[src/rtl/pcie_phy_pkg.sv]
// Shared PHY lane constants: ordered-set K symbols and slot types.
// Imported by the per-lane byte serializer.
package pcie_phy_pkg;

   localparam logic [7:0] COM_SYM_C = 8'hBC;
   localparam logic [7:0] IDL_SYM_C = 8'h7C;
   localparam logic [7:0] SKP_SYM_C = 8'h1C;

   typedef enum logic [1:0] {
      SLOT_DATA,
      SLOT_IDLE,
      SLOT_SKP
   } slot_t;

   typedef enum logic {
      ST_START,
      ST_SLOT
   } state_t;

endpackage

[src/rtl/skp_scheduler.sv]
// Counts 4-byte slots and flags when the next slot must be a SKP set.
// Ports: clk, reset (sync, high), boundary (slot start), skp_due.
module skp_scheduler #(
   parameter int unsigned SKP_INTERVAL = 8
) (
   input  logic clk,
   input  logic reset,
   input  logic boundary,
   output logic skp_due
);

   logic [7:0] slot_cnt_q;
   logic [7:0] slot_cnt_d;

   assign skp_due = (slot_cnt_q == 8'(SKP_INTERVAL - 1));

   always_comb begin
      slot_cnt_d = slot_cnt_q;
      if (boundary) begin
         slot_cnt_d = skp_due ? 8'd0 : slot_cnt_q + 8'd1;
      end
   end

   always_ff @(posedge clk) begin
      if (reset) begin
         slot_cnt_q <= 8'd0;
      end else begin
         slot_cnt_q <= slot_cnt_d;
      end
   end

endmodule

[src/rtl/lane_byte_serializer.sv]
// Per-lane serializer: 32-bit word -> 4 bytes, idle/SKP fill, K flag.
// Ports: clk_4f, reset, lane_in/valid_in/ready_out, data_out/k_out/valid_out.
module lane_byte_serializer
   import pcie_phy_pkg::*;
#(
   parameter int unsigned SKP_INTERVAL = 8,
   parameter logic [7:0]  COM_SYM      = COM_SYM_C,
   parameter logic [7:0]  IDL_SYM      = IDL_SYM_C,
   parameter logic [7:0]  SKP_SYM      = SKP_SYM_C
) (
   input  logic        clk_4f,
   input  logic        reset,
   input  logic [31:0] lane_in,
   input  logic        valid_in,
   output logic        ready_out,
   output logic [7:0]  data_out,
   output logic        k_out,
   output logic        valid_out
);

   state_t      state_q, state_d;
   slot_t       slot_q, slot_d;
   logic [1:0]  byte_cnt_q, byte_cnt_d;
   logic [31:0] hold_q, hold_d;
   logic        hold_full_q, hold_full_d;
   logic [31:0] shift_q, shift_d;
   logic [7:0]  data_q, data_d;
   logic        k_q, k_d;
   logic        valid_q, valid_d;

   logic accept;
   logic boundary;
   logic skp_due;

   assign ready_out = ~reset & ~hold_full_q;
   assign accept    = valid_in & ready_out;
   assign boundary  = ~reset &
                      ((state_q == ST_START) | (byte_cnt_q == 2'd3));

   assign data_out  = data_q;
   assign k_out     = k_q;
   assign valid_out = valid_q;

   skp_scheduler #(
      .SKP_INTERVAL (SKP_INTERVAL)
   ) u_skp (
      .clk      (clk_4f),
      .reset    (reset),
      .boundary (boundary),
      .skp_due  (skp_due)
   );

   always_comb begin
      state_d     = state_q;
      slot_d      = slot_q;
      byte_cnt_d  = byte_cnt_q;
      hold_d      = hold_q;
      hold_full_d = hold_full_q;
      shift_d     = shift_q;
      data_d      = data_q;
      k_d         = k_q;
      valid_d     = valid_q;

      // Accept needs an empty hold; a load needs a full one,
      // so the two never collide on the same edge.
      if (accept) begin
         hold_d      = lane_in;
         hold_full_d = 1'b1;
      end

      if (boundary) begin
         state_d    = ST_SLOT;
         byte_cnt_d = 2'd0;
         valid_d    = 1'b1;
         unique case (1'b1)
            skp_due: begin
               slot_d = SLOT_SKP;
               data_d = COM_SYM;
               k_d    = 1'b1;
            end
            (~skp_due & hold_full_q): begin
               slot_d      = SLOT_DATA;
               shift_d     = {8'h00, hold_q[31:8]};
               hold_full_d = 1'b0;
               data_d      = hold_q[7:0];
               k_d         = 1'b0;
            end
            default: begin
               slot_d = SLOT_IDLE;
               data_d = COM_SYM;
               k_d    = 1'b1;
            end
         endcase
      end else if (state_q == ST_SLOT) begin
         byte_cnt_d = byte_cnt_q + 2'd1;
         unique case (slot_q)
            SLOT_DATA: begin
               data_d  = shift_q[7:0];
               shift_d = shift_q >> 8;
            end
            SLOT_SKP: data_d = SKP_SYM;
            default:  data_d = IDL_SYM;
         endcase
      end
   end

   always_ff @(posedge clk_4f) begin
      if (reset) begin
         state_q     <= ST_START;
         slot_q      <= SLOT_IDLE;
         byte_cnt_q  <= 2'd0;
         hold_q      <= 32'h0;
         hold_full_q <= 1'b0;
         shift_q     <= 32'h0;
         data_q      <= 8'h00;
         k_q         <= 1'b0;
         valid_q     <= 1'b0;
      end else begin
         state_q     <= state_d;
         slot_q      <= slot_d;
         byte_cnt_q  <= byte_cnt_d;
         hold_q      <= hold_d;
         hold_full_q <= hold_full_d;
         shift_q     <= shift_d;
         data_q      <= data_d;
         k_q         <= k_d;
         valid_q     <= valid_d;
      end
   end

endmodule

[config.mk]
export PLATFORM = sky130hd
export DESIGN_NAME = lane_byte_serializer
export DESIGN_NICKNAME = d
export VERILOG_FILES = /design/src/rtl/pcie_phy_pkg.sv /design/src/rtl/skp_scheduler.sv /design/src/rtl/lane_byte_serializer.sv
export SDC_FILE = /design/constraint.sdc
export NUM_CORES = 1
export LEC_CHECK = 0
export CAP_MARGIN = 10
export CORE_AREA = 4 4 96 98
export CTS_CLUSTER_SIZE = 24
export DETAILED_ROUTE_END_ITERATION = 6
export DIE_AREA = 0 0 100 102
export SLEW_MARGIN = 20
export SYNTH_ARGS = -nofsm -noshare
export SYNTH_HDL_FRONTEND = slang
export SYNTH_HIERARCHICAL = 1
export SYNTH_SLANG_ARGS = --single-unit
export TNS_END_PERCENT = 100
[constraint.sdc]
create_clock -name clk_4f -period 3.3 [get_ports clk_4f]
set_clock_uncertainty 0.15 [all_clocks]
set_input_delay 0.495 -clock clk_4f [delete_from_list [all_inputs] [get_ports clk_4f]]
set_output_delay 0.495 -clock clk_4f [all_outputs]
set_load 0.02 [all_outputs]
==> flow_summary.toml <==
[cts]
cts_setup_buffers = 0
clk_pin_slew_ns = 0.08
cts_root_buf = "clkbuf_8"
cts_tree = "yes"
htree_levels = 3
cts_resized = 0
cts_buffers = 9
cts.sinks = 79
cts.path.max_buffers = 2
insertion_delay_ns = 0.33
cts_hold_buf = 0

[global_route]
overflow = 0
grt_pass1_wl_um = 11700
antenna_found_initial = 0
track_usage_pct = 14.1
grt_max_degree = 57
first_global_vias = 2527

[synth]
synth_nets = 410
syn_area_um2 = 3260
synth_edf_count = 0
seq_area_frac_synth_pct = 48.5
ys_ff_latch = 79
syn_avg_cell_area_um2 = 8.74
synth_cells = 373
synth_flop_cell = "dfxtp_1"
yosysWarningCount = 6
synthArstFlopShare_pct = 0
ys_types = 44

[final_layout]
drive_gt1_share_pct = 10.9
fin_nets = 443
area.growth.synth_to_final_pct = 19.5
fin_area_um2 = 3890
final_cell_mix = "nand2_1 (97), dfxtp_1 (79), o21ai_0 (54)"
final_cell_count_no_fill = 519
layout_commonest_cell = "nand2_1"
n_antenna_cell = 0

[floorplan]
die_h_um = 102
die_area_um2 = 10200
coreArea_um2 = 8470
rows = 34
io_pins = 46
die_x_um = 100
start_util_pct = 38.5

[setup_path]
end_kind = "flip-flop"
cp-start-kind = "flip-flop"
critPathRequiredTime_ns = 3.34
critPathKind = "reg2reg"
crit_path_max_fanout = 19
worstPathArrival_ns = 2.32

[timing]
holdWs_ns = 0.300
hold_violations = 0
setup_viol = 0
layout_min_cycle_time_ns = 2.28
tightest_slew_ns = 0.838
slew-limit-headroom_pct = 44.1
fmax_ghz = 0.439
grt_setup_unrepaired = "false"
fin_crit_sh_pct = 69.1
setup-tns-final_ns = 0
drv_slew = 0

[power]
seqPwrFrac_pct = 52.7
power.density_nw_per_um2 = 510
power.share.clock_pct = 35.0
swShare_pct = 25.0
ir_drop_mv = 0.190
p_int_mw = 1.49
pwr-share-comb_pct = 12.2
p_leak_nw = 1.32
p_sw_mw = 0.497

[run_status]
run_status = "finished, final reports clean"

[drt]
wl_per_cell_um = 13.4
drt_wl_total_um = 6930
drt_iter0_markers = 143
drt-pass1-iter-count = 4
via_per_inst = 5.02
drc_errors = 0
vias = 2604
drtAntennaViolNets = 0

[job]
cap_violations = 0

[place]
placedCellCount = 503
globalplace.congestion = 0.767
dpl.hpwl_um = 4580
dpl_cell_area_um2 = 3700
numPortBuffers = 45

[worst_hold_path]
hp-class = "reg2reg"
==> cell usage after synthesis, types with 2 or more instances <==
library cell	count	area, um^2
and2_1	2	12.5
xor2_1	3	26.3
buf_2	10	50.1
buf_6	4	45.0
a32oi_1	2	17.5
o21ai_1	7	35.0
nand2b_4	2	27.5
dfxtp_1	79	1580
o21ai_0	54	270
nand4_1	6	37.5
a21oi_2	2	17.5
nor2_1	11	41.3
nor3_1	4	20.0
a21oi_1	28	140
buf_4	3	22.5
nor3_2	2	20.0
nand3_1	2	10.0
or3_1	3	18.8
a31o_2	2	17.5
a31oi_1	4	25.0
nand2_1	97	364
ha_1	2	25.0
clkbuf_1	8	30.0
a311oi_2	7	105
nor2b_1	2	12.5
a311oi_1	9	78.8
==> per-stage QoR <==
| stage | total power [mW] | setup slack [ns] | util [%] |
|---|---|---|---|
| 2_1_floorplan | 1.23 | 1.28 | - |
| 3_3_place_gp | 1.31 | 0.990 | 43.8 |
| 3_5_place_dp | 1.32 | 0.949 | 43.8 |
| 4_1_cts | 2.01 | 1.01 | 46.0 |
| 5_1_grt | 2.08 | 0.835 | 46.0 |
| 6_report | 1.99 | 1.02 | 46.0 |
==> worst max-delay path, cell delays in order (launching register included) <==
cell,delay (ns)
dfxtp_1,0.34
ha_1,0.24
and4bb_2,0.24
and2_1,0.16
nand2b_4,0.18
a2bb2oi_4,0.19
nor2_4,0.46
a311oi_2,0.17
==> power by group through the flow <==
stage | Sequential (mW) | Combinational (mW) | Clock, mW
global route | 1.06 | 0.271 | 0.757
detailed placement | 1.07 | 0.246 | 0
CTS | 1.05 | 0.247 | 0.716
finish | 1.05 | 0.243 | 0.696
global placement | 1.07 | 0.242 | 0
floorplan | 1.07 | 0.159 | 0
==> worst paths after layout <==
check,slack [ns],cells past startpoint,startpoint,to
max,1.02,7,u_skp/slot_cnt_q[0]$_SDFFE_PP0P_,shift_q[11]$_SDFFE_PP0P_
min,0.30,1,byte_cnt_q[0]$_SDFFE_PP0P_,byte_cnt_q[0]$_SDFFE_PP0P_
max reg2reg,1.02,7,u_skp/slot_cnt_q[0]$_SDFFE_PP0P_,shift_q[11]$_SDFFE_PP0P_
min reg2reg,0.30,1,byte_cnt_q[0]$_SDFFE_PP0P_,byte_cnt_q[0]$_SDFFE_PP0P_
==> cell families (layout without fill, tap and decap cells) <==
group | Yosys count | in the layout | synth area share (%)
flops | 79 | 79 | 48.5
mux | 1 | 1 | 0.307
fa+ha+maj | 2 | 2 | 0.768
xor+xnor | 4 | 4 | 1.08
compound gates | 120 | 120 | 24.1
simple gates | 139 | 139 | 20.0
buf+inv | 28 | 66 | 5.22
==> area by class of cell <==
cell class / instances / area, um^2
Tap cell: 108 / 135
Sequential cell: 79 / 1580
Clock inverter: 4 / 45.0
Fill cell: 848 / 4570
Multi-Input combinational cell: 266 / 1510
Clock buffer: 12 / 145
Timing Repair Buffer: 49 / 475
Inverter: 1 / 3.75
==> flip-flops by register name, indices dropped and copies added (netlist names) <==
name / count
k_out: 1
shift_q: 24
u_skp/slot_cnt_q: 8
data_out: 8
hold_q: 32
hold_full_q: 1
slot_q: 2
byte_cnt_q: 2
valid_out: 1
==> routing by layer <==
layer / part of all wire (%) / vias to the layer above / global-route usage, %
met2: 45 / 45 / 22.2
met4: 1.2 / 0 / 5.60
li1: - / 1371 / -
met1: 50 / 1180 / 18.9
met5: 0 / - / 0
met3: 4.5 / 8 / 3.14
Note: power is estimated with default switching activity, not from simulation.
